===== config.mk =====
export PLATFORM = sky130hd
export DESIGN_NAME = blob_bbox_flat
export DESIGN_NICKNAME = d
export VERILOG_FILES = /design/src/rtl/blob_bbox_if.sv /design/src/rtl/blob_bbox.sv /design/src/flat_wrapper.sv
export SDC_FILE = /design/constraint.sdc
export NUM_CORES = 1
export LEC_CHECK = 0
export BUFFER_PORTS_ARGS = -buffer_cell sky130_fd_sc_hd__buf_2
export CAP_MARGIN = 20
export CORE_MARGIN = 2
export CORE_UTILIZATION = 25
export DETAILED_ROUTE_END_ITERATION = 6
export HOLD_SLACK_MARGIN = 0.03
export MAX_ROUTING_LAYER = met4
export PLACE_DENSITY = 0.42
export SLEW_MARGIN = 20
export SYNTH_ARGS = -nofsm -noshare
export SYNTH_HDL_FRONTEND = slang
export SYNTH_SLANG_ARGS = --single-unit

===== constraint.sdc =====
create_clock -name clk -period 4.5 [get_ports clk]
set_clock_uncertainty 0.1 [all_clocks]
set_input_delay 0.225 -clock clk [delete_from_list [all_inputs] [get_ports clk]]
set_output_delay 0.225 -clock clk [all_outputs]
set_load 0.01 [all_outputs]

===== src/rtl/blob_bbox_if.sv =====
// Pixel stream into the bounding-box accumulator and the per-frame result back out.
`timescale 1ns/1ps
interface blob_bbox_if;
   logic [15:0] x;
   logic [15:0] y;
   logic        in_valid;
   logic        hit;
   logic        box_valid;
   logic        found;
   logic [15:0] x_min;
   logic [15:0] x_max;
   logic [15:0] y_min;
   logic [15:0] y_max;
   logic [31:0] pix_count;

   modport master (
      output x, y, in_valid, hit,
      input  box_valid, found, x_min, x_max, y_min, y_max, pix_count
   );

   modport slave (
      input  x, y, in_valid, hit,
      output box_valid, found, x_min, x_max, y_min, y_max, pix_count
   );
endinterface


===== src/rtl/blob_bbox.sv =====
// Bounding box, qualified pixel count and found flag of colour-matching pixels over one frame,
// with a run-length filter that drops short in-line runs of hits.
`timescale 1ns/1ps
module blob_bbox #(
   parameter int unsigned LINE_WIDTH = 640,
   parameter int unsigned ROW_NUMBER = 480,
   parameter int unsigned RUN_LEN    = 2,
   parameter int unsigned MIN_PIXELS = 16
) (
   input logic        clk,
   input logic        rst,
   blob_bbox_if.slave bus
);
   localparam logic [15:0] XLAST    = 16'(LINE_WIDTH - 1);
   localparam logic [15:0] YLAST    = 16'(ROW_NUMBER - 1);
   localparam logic [3:0]  RUN_MAX  = 4'(RUN_LEN);
   localparam logic [3:0]  RUN_PRE  = 4'(RUN_LEN - 1);
   localparam logic [15:0] RUN_BACK = 16'(RUN_LEN - 1);

   typedef enum logic [1:0] {IDLE, ACCUM, REPORT} state_t;

   state_t      state_q;
   logic [15:0] xmin_q, xmax_q, ymin_q, ymax_q;
   logic [15:0] xmin_b, xmax_b, ymin_b, ymax_b;
   logic [15:0] xmin_d, xmax_d, ymin_d, ymax_d;
   logic [31:0] cnt_q, cnt_b, cnt_d;
   logic [3:0]  run_q, run_b, run_d;
   logic [31:0] inc;
   logic [32:0] sum;
   logic [15:0] lo;
   logic        upd;
   logic        in_range, frame_start, last_pix, proc, found_d;

   logic        box_valid_q, found_q;
   logic [15:0] x_min_q, x_max_q, y_min_q, y_max_q;
   logic [31:0] pix_count_q;

   always_comb begin
      in_range    = bus.in_valid && (32'(bus.x) < LINE_WIDTH) && (32'(bus.y) < ROW_NUMBER);
      frame_start = in_range && (bus.x == '0) && (bus.y == '0);
      last_pix    = in_range && (bus.x == XLAST) && (bus.y == YLAST);
      proc        = in_range && ((state_q == ACCUM) || frame_start);

      // A frame start processes its own pixel against freshly cleared accumulators.
      if (frame_start) begin
         xmin_b = XLAST;
         xmax_b = '0;
         ymin_b = YLAST;
         ymax_b = '0;
         cnt_b  = '0;
      end else begin
         xmin_b = xmin_q;
         xmax_b = xmax_q;
         ymin_b = ymin_q;
         ymax_b = ymax_q;
         cnt_b  = cnt_q;
      end
      run_b = (bus.x == '0) ? '0 : run_q;

      inc   = '0;
      lo    = bus.x;
      upd   = 1'b0;
      run_d = '0;
      if (bus.hit) begin
         run_d = (run_b == RUN_MAX) ? run_b : run_b + 4'd1;
         if (run_b == RUN_PRE) begin
            inc = 32'(RUN_LEN);
            lo  = bus.x - RUN_BACK;
            upd = 1'b1;
         end else if (run_b == RUN_MAX) begin
            inc = 32'd1;
            upd = 1'b1;
         end
      end

      sum   = {1'b0, cnt_b} + {1'b0, inc};
      cnt_d = sum[32] ? '1 : sum[31:0];

      xmin_d = xmin_b;
      xmax_d = xmax_b;
      ymin_d = ymin_b;
      ymax_d = ymax_b;
      if (upd) begin
         if (lo < xmin_b)    xmin_d = lo;
         if (bus.x > xmax_b) xmax_d = bus.x;
         if (bus.y < ymin_b) ymin_d = bus.y;
         if (bus.y > ymax_b) ymax_d = bus.y;
      end
      found_d = (cnt_d >= 32'(MIN_PIXELS));
   end

   always_ff @(posedge clk or negedge rst) begin
      if (!rst) begin
         state_q     <= IDLE;
         xmin_q      <= XLAST;
         xmax_q      <= '0;
         ymin_q      <= YLAST;
         ymax_q      <= '0;
         cnt_q       <= '0;
         run_q       <= '0;
         box_valid_q <= 1'b0;
         found_q     <= 1'b0;
         x_min_q     <= '0;
         x_max_q     <= '0;
         y_min_q     <= '0;
         y_max_q     <= '0;
         pix_count_q <= '0;
      end else begin
         box_valid_q <= 1'b0;
         if (proc) begin
            xmin_q <= xmin_d;
            xmax_q <= xmax_d;
            ymin_q <= ymin_d;
            ymax_q <= ymax_d;
            cnt_q  <= cnt_d;
            run_q  <= run_d;
         end
         if (proc && last_pix) begin
            state_q     <= REPORT;
            box_valid_q <= 1'b1;
            found_q     <= found_d;
            pix_count_q <= cnt_d;
            x_min_q     <= found_d ? xmin_d : '0;
            x_max_q     <= found_d ? xmax_d : '0;
            y_min_q     <= found_d ? ymin_d : '0;
            y_max_q     <= found_d ? ymax_d : '0;
         end else if (proc) begin
            state_q <= ACCUM;
         end else if (state_q == REPORT) begin
            state_q <= IDLE;
         end
      end
   end

   assign bus.box_valid = box_valid_q;
   assign bus.found     = found_q;
   assign bus.x_min     = x_min_q;
   assign bus.x_max     = x_max_q;
   assign bus.y_min     = y_min_q;
   assign bus.y_max     = y_max_q;
   assign bus.pix_count = pix_count_q;
endmodule


===== src/flat_wrapper.sv =====
// flat-port wrapper written by rule: the top's interface ports become plain ports
module blob_bbox_flat 
#(
   parameter int unsigned LINE_WIDTH = 640,
   parameter int unsigned ROW_NUMBER = 480,
   parameter int unsigned RUN_LEN    = 2,
   parameter int unsigned MIN_PIXELS = 16
)
  (clk, rst, bus_x, bus_y, bus_in_valid, bus_hit, bus_box_valid, bus_found, bus_x_min, bus_x_max, bus_y_min, bus_y_max, bus_pix_count);
  blob_bbox_if bus_i ();
  input logic clk;
  input logic rst;
  input wire logic [$bits(bus_i.x)-1:0] bus_x;
  input wire logic [$bits(bus_i.y)-1:0] bus_y;
  input wire logic [$bits(bus_i.in_valid)-1:0] bus_in_valid;
  input wire logic [$bits(bus_i.hit)-1:0] bus_hit;
  output wire logic [$bits(bus_i.box_valid)-1:0] bus_box_valid;
  output wire logic [$bits(bus_i.found)-1:0] bus_found;
  output wire logic [$bits(bus_i.x_min)-1:0] bus_x_min;
  output wire logic [$bits(bus_i.x_max)-1:0] bus_x_max;
  output wire logic [$bits(bus_i.y_min)-1:0] bus_y_min;
  output wire logic [$bits(bus_i.y_max)-1:0] bus_y_max;
  output wire logic [$bits(bus_i.pix_count)-1:0] bus_pix_count;
  assign bus_i.x = bus_x;
  assign bus_i.y = bus_y;
  assign bus_i.in_valid = bus_in_valid;
  assign bus_i.hit = bus_hit;
  assign bus_box_valid = bus_i.box_valid;
  assign bus_found = bus_i.found;
  assign bus_x_min = bus_i.x_min;
  assign bus_x_max = bus_i.x_max;
  assign bus_y_min = bus_i.y_min;
  assign bus_y_max = bus_i.y_max;
  assign bus_pix_count = bus_i.pix_count;
  blob_bbox #(.LINE_WIDTH(LINE_WIDTH), .ROW_NUMBER(ROW_NUMBER), .RUN_LEN(RUN_LEN), .MIN_PIXELS(MIN_PIXELS)) u_core (.clk(clk), .rst(rst), .bus(bus_i));
endmodule

=== Yosys cells after proc, flatten, opt, wreduce, memory -nomap -nowiden ===
Cells that the tools add are included.

* Bits in registers: 200
* Input bits: 36
* Output and inout bits: 98
* Logic and storage cells: 75

* $add $sub $neg: 3
* Magnitude comparators: 7
* Eq/ne operators: 6
* Mux-type cells: 33
* Reduce and logical (&&, ||, !) cells: 12

{| class="wikitable"
|+ Operator list
! cell !! count
|-
| $mux 16 || 18
|-
| $mux 32 || 4
|-
| $add 32x32->33 || 1
|-
| $ge 32x5->1 const B || 1
|-
| $gt 16x16->1 || 2
|-
| $logic_not 16->1 || 2
|-
| $lt 16x16->1 || 2
|-
| $eq 16x10->1 const B || 1
|-
| $eq 16x9->1 const B || 1
|-
| $lt 16x10->1 const B || 1
|-
| $lt 16x9->1 const B || 1
|-
| $sub 16x1->16 const B || 1
|-
| $mux 4 || 3
|-
| $logic_and 1x1->1 || 8
|-
| $mux 2 || 3
|-
| $mux 1 || 5
|-
| $add 4x1->4 const B || 1
|-
| $eq 4x1->1 const B || 1
|-
| $eq 4x2->1 const B || 1
|-
| $reduce_bool 3->1 || 1
|-
| $eq 2x1->1 const B || 1
|-
| $eq 2x2->1 const B || 1
|-
| $logic_or 1x1->1 || 1
|}

=== Depth between registers and ports, before layout ===
Gate-level depths: netlist of run 1.

* Depth in word-level cells: 10
* Depth in mapped cells: 25
* Gate-level depth less buffers: 24

=== Least setup slack after synthesis of run 1 ===
Ideal clock, no wire load.

* Kind: input to register
* Start: input port bus_x[0]
* End: register u_core.x_max_q[1], in the netlist u_core.bus.x_max[1]
* Library setup time: 127 ps
* Arrival: 5074 ps
* Data required time: 4273 ps
* Path slack: -801 ps
* Cell stages on the path: 25
* Buffers on the path: 7
* Path through: inv_1 -> ha_1 -> nor3b_2 -> nand3_1 -> or4_1 -> buf_2 -> clkbuf_1 -> clkbuf_1 -> clkbuf_1 -> and2_1 -> ha_1 -> inv_1 -> fa_1 -> and4b_1 -> clkbuf_1 -> nor3_1 -> a21oi_1 -> o32a_1 -> or4_1 -> nor4b_2 -> nand4_1 -> a211oi_2 -> buf_4 -> buf_6 -> a21oi_1

* Longest elaborated chain between the ends: 10
* Elaborated cells between the ends (all ways): 30
* Classes of those cells: add/sub: 1; order compare: 3; eq/ne: 3; mux: 13; reduce/logical: 10

{| class="wikitable"
|+ Ends and longest elaborated chain
! what !! RTL line !! RTL
|-
| from (decl) || flat_wrapper.sv:13 || <nowiki>input wire logic [$bits(bus_i.x)-1:0] bus_x;</nowiki>
|-
| $lt 16x10->1 or $logic_not 16->1 (tied branches) || blob_bbox.sv:39, blob_bbox.sv:40, blob_bbox.sv:58 ||
|-
| $logic_and 1x1->1 or $mux 4 (tied branches) || blob_bbox.sv:39, blob_bbox.sv:58 ||
|-
| $logic_and 1x1->1 or $eq 4x2->1 (tied branches) || blob_bbox.sv:39, blob_bbox.sv:70 ||
|-
| $logic_and 1x1->1 or $mux 1 (tied branches) || blob_bbox.sv:40, blob_bbox.sv:70 ||
|-
| $logic_and 1x1->1 or $mux 32 (tied branches) || blob_bbox.sv:40, blob_bbox.sv:66 ||
|-
| $mux 32, or another cell as far along || blob_bbox.sv:45 || <nowiki>if (frame_start) begin</nowiki>
|-
| $add 32x32->33 or $gt 16x16->1 (tied branches) || blob_bbox.sv:76, blob_bbox.sv:85 ||
|-
| $mux 32 or $mux 16 (tied branches) || blob_bbox.sv:77, blob_bbox.sv:85 ||
|-
| $ge 32x5->1 or $mux 16 (tied branches) || blob_bbox.sv:89, blob_bbox.sv:83 ||
|-
| $mux 16 || blob_bbox.sv:124 || <nowiki>x_max_q <= found_d ? xmax_d : '0;</nowiki>
|-
| to (signal assigned) || blob_bbox.sv:124 ||
|-
| to (decl) || blob_bbox.sv:35 || <nowiki>logic [15:0] x_min_q, x_max_q, y_min_q, y_max_q;</nowiki>
|}

Several ways; a longest one is shown, not always the timed one.
A chain may end at the register's enable or synchronous reset.

=== Worst setup path in the final report of run 1 ===
* Start: input port bus_x[13]
* End: register u_core.x_max_q[2], in the netlist u_core.bus.x_max[2]

Same word-level chain as after synthesis.

==> results of run 1 <==
## registers in the layout, summed over array words and instances, names as in the netlist, 2 cells and up
register	cells
u_core.bus.y_max	16
u_core.cnt_q	32
u_core.bus.x_max	16
u_core.xmin_q	16
u_core.run_q	4
u_core.bus.x_min	16
u_core.state_q	2
u_core.ymin_q	16
u_core.bus.y_min	16
u_core.ymax_q	16
u_core.bus.pix_count	32
u_core.xmax_q	16
## layout by cell type, fill, tap and decap left out, drive strengths merged, types with 6 or more instances in the layout
master / synthesis / final
buf: 17 / 343
nand2: 276 / 276
dfrtp: 184 / 184
a21oi: 141 / 141
nor2: 135 / 135
o21ai: 104 / 104
ha: 69 / 69
nand3: 45 / 45
inv: 31 / 34
and2: 33 / 33
nand4: 32 / 32
nor3: 32 / 32
xnor2: 30 / 30
clkbuf: 60 / 25
o211ai: 22 / 22
a211oi: 22 / 22
a21o: 19 / 19
dfstp: 16 / 16
and3: 15 / 15
nor4: 14 / 14
dlygate4sd3: 0 / 11
nor2b: 6 / 6
or4: 6 / 6
## power breakdown
part | switching (mW) | total (mW) | internal (mW)
logic | 0.145 | 0.252 | 0.107
clock network | 0.748 | 1.53 | 0.779
registers | 0.00000214 | 1.80 | 1.80
## logic make-up (layout without fill, tap and decap cells)
family          count (synthesis)  in the layout  synth area share (%)
buf+inv                       110            422                  4.01
mux                             5              5                 0.444
other cells                     0              1                     0
compound gates                338            338                  16.9
fa+ha+maj                      70             70                  7.64
xor+xnor                       35             35                  2.65
flops                         200            200                  43.5
simple gates                  622            622                  24.9
## through the flow
step	cells	setup TNS, ns	cell area, um^2	hold WS (ns)	setup slack, ns
2_1_floorplan	1380	-14.67	11700	-0.171	-0.243
3_3_place_gp	2229	-49.22	14400	0.247	-0.602
3_5_place_dp	2229	-56.73	14400	0.253	-0.693
4_1_cts	2277	0	15200	0.0307	0.00354
5_1_grt	2293	-8.15	15500	0.0728	-0.190
6_report	2293	0	15500	0.0644	0.0234
## worst register-to-register path, cell delays in order, from the launching register on
cell and delay, ns:
dfrtp_1 0.37, nor2b_4 0.16, buf_4 0.13, ha_2 0.18, o21ai_2 0.07, nor3b_2 0.18
buf_4 0.14, ha_4 0.13, inv_2 0.04, fa_2 0.36, nand4b_1 0.28, buf_4 0.22
nor4_4 0.18, and4_4 0.30, nand3_4 0.10, xnor2_4 0.17, nor4b_4 0.25, nand4_1 0.17
a211oi_4 0.25, buf_4 0.16, buf_12 0.14, buf_12 0.12, buf_12 0.13, a21oi_2 0.04
## per-layer routing
metal / vias to the layer above / global-route usage [%] / part of all wire, % / wire (um)
li1: 5404 / - / - / -
met2: 189 / 28.7 / 46 / 19300
met5: - / - / 0 / 0
met4: 0 / 5.65 / 2.3 / 942
met3: 47 / 3.76 / 4.2 / 1760
met1: 5356 / 23.3 / 47 / 19700
## final cells by class
| cell class | count | area [um^2] | area share, % |
|---|---|---|---|
| multi-input combinational | 1070 | 6450 | 41.5 |
| antenna | 1 | 2.50 | 0.0161 |
| tap | 600 | 751 | 4.83 |
| timing repair buffer | 357 | 2610 | 16.8 |
| sequential | 200 | 5020 | 32.3 |
| clock inverter | 10 | 96.3 | 0.620 |
| clock buffer | 22 | 454 | 2.92 |
| inverter | 33 | 149 | 0.958 |
## final timing paths
kind                                     startpoint                        to  slack [ns]  cells after the start
setup / recovery                          bus_x[13]       u_core.bus.x_max[2]        0.02                     28
hold / removal                             bus_y[7]          u_core.ymin_q[7]        0.06                      4
setup reg to reg                    u_core.run_q[1]       u_core.bus.x_max[2]        0.03                     23
hold reg to reg            u_core.bus.pix_count[15]  u_core.bus.pix_count[15]        0.37                      2
max in group asynchronous                       rst          u_core.cnt_q[17]        3.04                      3
min in group asynchronous                       rst      u_core.bus.x_max[11]        0.26                      2
## what timing repair did
action / in CTS / in global routing
buffers inserted: 4 / 12
setup endpoints to repair: 63 / 81
cloned: 1 / 3
endpoints found under the hold margin: 100 / 0
resized for setup: 20 / 49
hold buffers: 11 / 0
pin swaps: 11 / 10
==> results.sh, run 1 <==
export IMPL_dr_pass1_iters=4
export IMPL_initial_utilization_pct=25.4
export IMPL_cts_tree="yes"
export IMPL_crit_path_top_delay_cell="or4_4"
export IMPL_drt_initial_drc_count=573
export IMPL_vias=11000
export IMPL_gr_usage_all_layers_pct=18.2
export IMPL_yosysMostFrequentCell="nand2_1"
export IMPL_die_h_um=219
export IMPL_critPathLaunchType="primary input"
export IMPL_dieArea_mm2=0.0480
export IMPL_synthFlopType="dfrtp_1"
export IMPL_htree_levels=4
export IMPL_crit_type="in2reg"
export IMPL_clkSlewWorstSetupHoldPaths_ns=0.07
export IMPL_cts_root_buffer="clkbuf_16"
export IMPL_die_width_um=219
export IMPL_ys_warn_count=0
export IMPL_syn_area_mm2=0.0116
export IMPL_grt_max_degree=94
export IMPL_antenna_found_initial=1
export IMPL_coreArea_mm2=0.0455
export IMPL_grt_pass1_vias=11200
export IMPL_clockBufferDepth=2
export IMPL_p_leak_nw=7.20
export IMPL_drv_slew=0
export IMPL_worstMarginPinSlew_ns=0.833
export IMPL_cts_num_sinks=200
export IMPL_worstPathMaxFanout=7
export IMPL_wl_per_cell_um=18.2
export IMPL_nFillCells=4889
export IMPL_crit_arrival_ns=4.75
export IMPL_path_delay_family="simple AND/OR/NAND/NOR gates"
export IMPL_p_per_area_mw_per_mm2=230
export IMPL_hold_viol_final=0
export IMPL_final_util_pct=34.2
export IMPL_hold_path_class="in2reg"
export IMPL_async_flop_share_pct=100
export IMPL_area_delta_synth_final_pct=34.4
export IMPL_io_pins=134
export IMPL_syn_nets=1486
export IMPL_dp_hpwl_mm=30.3
export IMPL_nNetsFinal=1785
export IMPL_min_period_over_period_pct=99.5
export IMPL_outcome="complete, no violations"
export IMPL_yosysSeqAreaShare_pct=43.5
export IMPL_crit_buf_inv=10
export IMPL_critical_path_max_stage_delay_ns=0.51
export IMPL_synth_largest_area_cell="dfrtp_1"
export IMPL_grt_ovfl_total=0
export IMPL_avgSynthCellArea_um2=8.38
export IMPL_synth_top_cell_area_share_pct=39.8
export IMPL_grt_setup_unrepaired="true"
export IMPL_irDropWorstVdd_v=0.000268
export IMPL_synth_edff_count=0
export IMPL_drt_total_wl_mm=41.7
export IMPL_cts_buffers=17
export IMPL_drc=0
export IMPL_gp_congestion=0.864
export IMPL_synthTopCellsByCount="nand2_1 (276), dfrtp_1 (184), a21oi_1 (141)"
export IMPL_drtAntennaViolNets=0
export IMPL_synthTopCellsByArea="dfrtp_1 (40%), nand2_1 (9.0%), ha_1 (7.5%)"
export IMPL_vias_per_cell=4.80
export IMPL_rows=78
export IMPL_setup_worst_path_end_class="flip-flop"
export IMPL_fmax_mhz=223
export IMPL_drv_cap=0
export IMPL_cp_data_required_time_ns=4.77
export IMPL_synth_cells=1380
export IMPL_drive_above_1_share_pct=27.8
export IMPL_relSlewSlack_pct=44.5
export IMPL_setup_viol=0
export IMPL_grt_pass1_wl_mm=64.4
export IMPL_ys_ff_latch=200
export IMPL_yosys_cell_types_count=65
export IMPL_port_buffers=133
export IMPL_total_power_mw=3.58
export IMPL_clock_latency_ns=0.49
export IMPL_fin_crit_ns=4.48
No activity file was read; power rests on OpenSTA's default activity.
==> run 2: changes to the inputs <==
- SETUP_SLACK_MARGIN: unset -> 0.2
==> results.sh, run 2 (synthesis gave the netlist of run 1 again) <==
export IMPL_final_util_pct=35.2
export IMPL_die_width_um=219
export IMPL_irDropWorstVdd_v=0.000279
export IMPL_setup_worst_path_end_class="flip-flop"
export IMPL_power_frac_clock_pct=44.6
export IMPL_cp_data_required_time_ns=4.76
export IMPL_p_per_area_mw_per_mm2=231
export IMPL_final_design_area_no_fill_mm2=0.0160
export IMPL_gp_congestion=0.846
export IMPL_tns_ns=0
export IMPL_cts_buffers=17
export IMPL_dr_pass1_iters=7
export IMPL_clock_latency_ns=0.49
export IMPL_port_buffers=133
export IMPL_mostFrequentLayoutCell="nand2_1"
export IMPL_initial_utilization_pct=25.4
export IMPL_grt_pass1_wl_mm=66.5
export IMPL_hold_viol_final=0
export IMPL_drv_cap=0
export IMPL_post_dp_cell_area_mm2=0.0143
export IMPL_clkSlewWorstSetupHoldPaths_ns=0.08
export IMPL_nNetsFinal=1802
export IMPL_power_share_sequential_pct=48.6
export IMPL_drive_above_1_share_pct=30.4
export IMPL_outcome="complete, no violations"
export IMPL_final_cell_mix="nand2_1 (273), buf_4 (202), dfrtp_1 (184)"
export IMPL_cts_root_buffer="clkbuf_16"
export IMPL_drt_initial_drc_count=593
export IMPL_total_power_mw=3.70
export IMPL_grt_max_degree=107
export IMPL_drc=0
export IMPL_grt_ovfl_total=0
export IMPL_antenna_found_initial=1
export IMPL_drt_total_wl_mm=42.5
export IMPL_dp_hpwl_mm=29.5
export IMPL_gr_usage_all_layers_pct=18.8
export IMPL_hold_path_class="in2reg"
export IMPL_vias_per_cell=4.83
export IMPL_seqCellArea_mm2=0.00502
export IMPL_intPower_mw=2.75
export IMPL_setup_viol=0
export IMPL_rows=78
export IMPL_pwr_share_comb_pct=6.9
export IMPL_finalNonFillerCells=2309
export IMPL_grt_pass1_vias=11400
export IMPL_dieArea_mm2=0.0480
export IMPL_htree_levels=4
export IMPL_worstPathMaxFanout=4
export IMPL_cts_tree="yes"
export IMPL_fin_crit_ns=4.49
export IMPL_vias=11200
export IMPL_drv_slew=0
export IMPL_critPathLaunchType="primary input"
export IMPL_coreArea_mm2=0.0455
export IMPL_wl_per_cell_um=18.4
export IMPL_num_antenna_cells=0
export IMPL_io_pins=134
export IMPL_relSlewSlack_pct=41.1
export IMPL_p_leak_nw=7.38
export IMPL_drtAntennaViolNets=0
export IMPL_cts_num_sinks=200
export IMPL_worstMarginPinSlew_ns=0.883
export IMPL_swShare_pct=25.6
export IMPL_min_period_over_period_pct=99.8
export IMPL_dp_cells=2226
export IMPL_die_h_um=219
export IMPL_p_switching_mw=0.948
export IMPL_crit_arrival_ns=4.75
export IMPL_grt_setup_unrepaired="true"
export IMPL_multi_input_area_mm2=0.00661
export IMPL_clockBufferDepth=2
export IMPL_fmax_mhz=223
export IMPL_nFillCells=4790
export IMPL_crit_type="in2reg"
export IMPL_area_delta_synth_final_pct=38.3
## run 2: cell count changes in the layout (fill, tap and decap cells not counted), moves of 4 or more
| cell | previous run | this run |
|---|---|---|
| buf_6 | 4 | 10 |
| o21ai_1 | 7 | 11 |
| buf_16 | 2 | 7 |
| a21oi_1 | 126 | 107 |
| o21ai_0 | 92 | 88 |
| nor2_1 | 129 | 122 |
| buf_4 | 196 | 202 |
| nor2_4 | 4 | 8 |
| a21oi_2 | 15 | 33 |
| clkbuf_1 | 4 | 0 |
## run 2: power groups by stage
stage               sequential, mW  combinational [mW]  clock (mW)
global placement              1.83               0.238           0
floorplan                     1.83              0.0787           0
global route                  1.80               0.287        1.78
CTS                           1.80               0.254        1.72
finish                        1.80               0.254        1.65
detailed placement            1.83               0.239           0
## run 2: cell type report
class                           count  share of cell area (%)
Clock inverter                     14                    1.03
Inverter                           33                   0.939
Timing Repair Buffer              374                    17.8
Clock buffer                       18                    2.75
Tap cell                          600                    4.70
Multi-Input combinational cell   1070                    41.3
Sequential cell                   200                    31.4
## run 2: repair_timing
| action | in CTS | in global routing |
|---|---|---|
| setup buffers | 20 | 11 |
| hold buffers | 13 | 0 |
| gates resized for setup | 75 | 52 |
| hold endpoints to repair | 110 | 0 |
| gates cloned | 6 | 1 |
| endpoints found under the setup margin | 90 | 101 |
| pin swaps | 19 | 34 |
## run 2: worst max-delay path, cell delays in order
cell and delay (ns):
buf_8 0.10, nor4_4 0.28, nand4_1 0.16, buf_6 0.17, buf_6 0.11, nor2_4 0.17, buf_4 0.15, o21ai_4 0.06
nor3b_4 0.24, ha_4 0.17, inv_2 0.03, fa_2 0.34, nand4b_1 0.28, nor3_2 0.18, xnor2_1 0.16, o2111ai_1 0.13
or4_4 0.51, nor4b_2 0.25, nand4_1 0.17, a211oi_4 0.28, buf_12 0.15, buf_8 0.12, buf_4 0.13, buf_16 0.11
a211oi_1 0.04
## run 2: final timing paths
check / cells past startpoint / slack, ns / start / to
worst max-delay path: 25 / 0.01 / bus_x[12] / u_core.bus.y_min[2]
worst min-delay path: 4 / 0.07 / bus_y[8] / u_core.ymax_q[8]
worst max register to register: 21 / 0.11 / u_core.run_q[1] / u_core.bus.y_min[2]
worst min register to register: 2 / 0.37 / u_core.ymax_q[4] / u_core.ymax_q[4]
max in group asynchronous: 3 / 2.92 / rst / u_core.cnt_q[17]
min in group asynchronous: 2 / 0.23 / rst / u_core.bus.x_max[11]
## run 2: metal layers
layer | wire, um | track usage [%] | share of wire, % | vias up
met5 | 0 | - | 0 | -
met4 | 661 | 4.62 | 1.6 | 0
met3 | 1850 | 4.56 | 4.4 | 29
met2 | 20000 | 29.9 | 47 | 218
met1 | 20000 | 24.1 | 47 | 5458
li1 | - | - | - | 5446
## run 2: through the flow
stage               hold WS, ns  worst slack, ns
floorplan                -0.171           -0.243
global placement          0.254           -0.829
CTS                      0.0342           0.0802
finish                   0.0732           0.0110
global route             0.0686           -0.171
detailed placement        0.256           -0.913
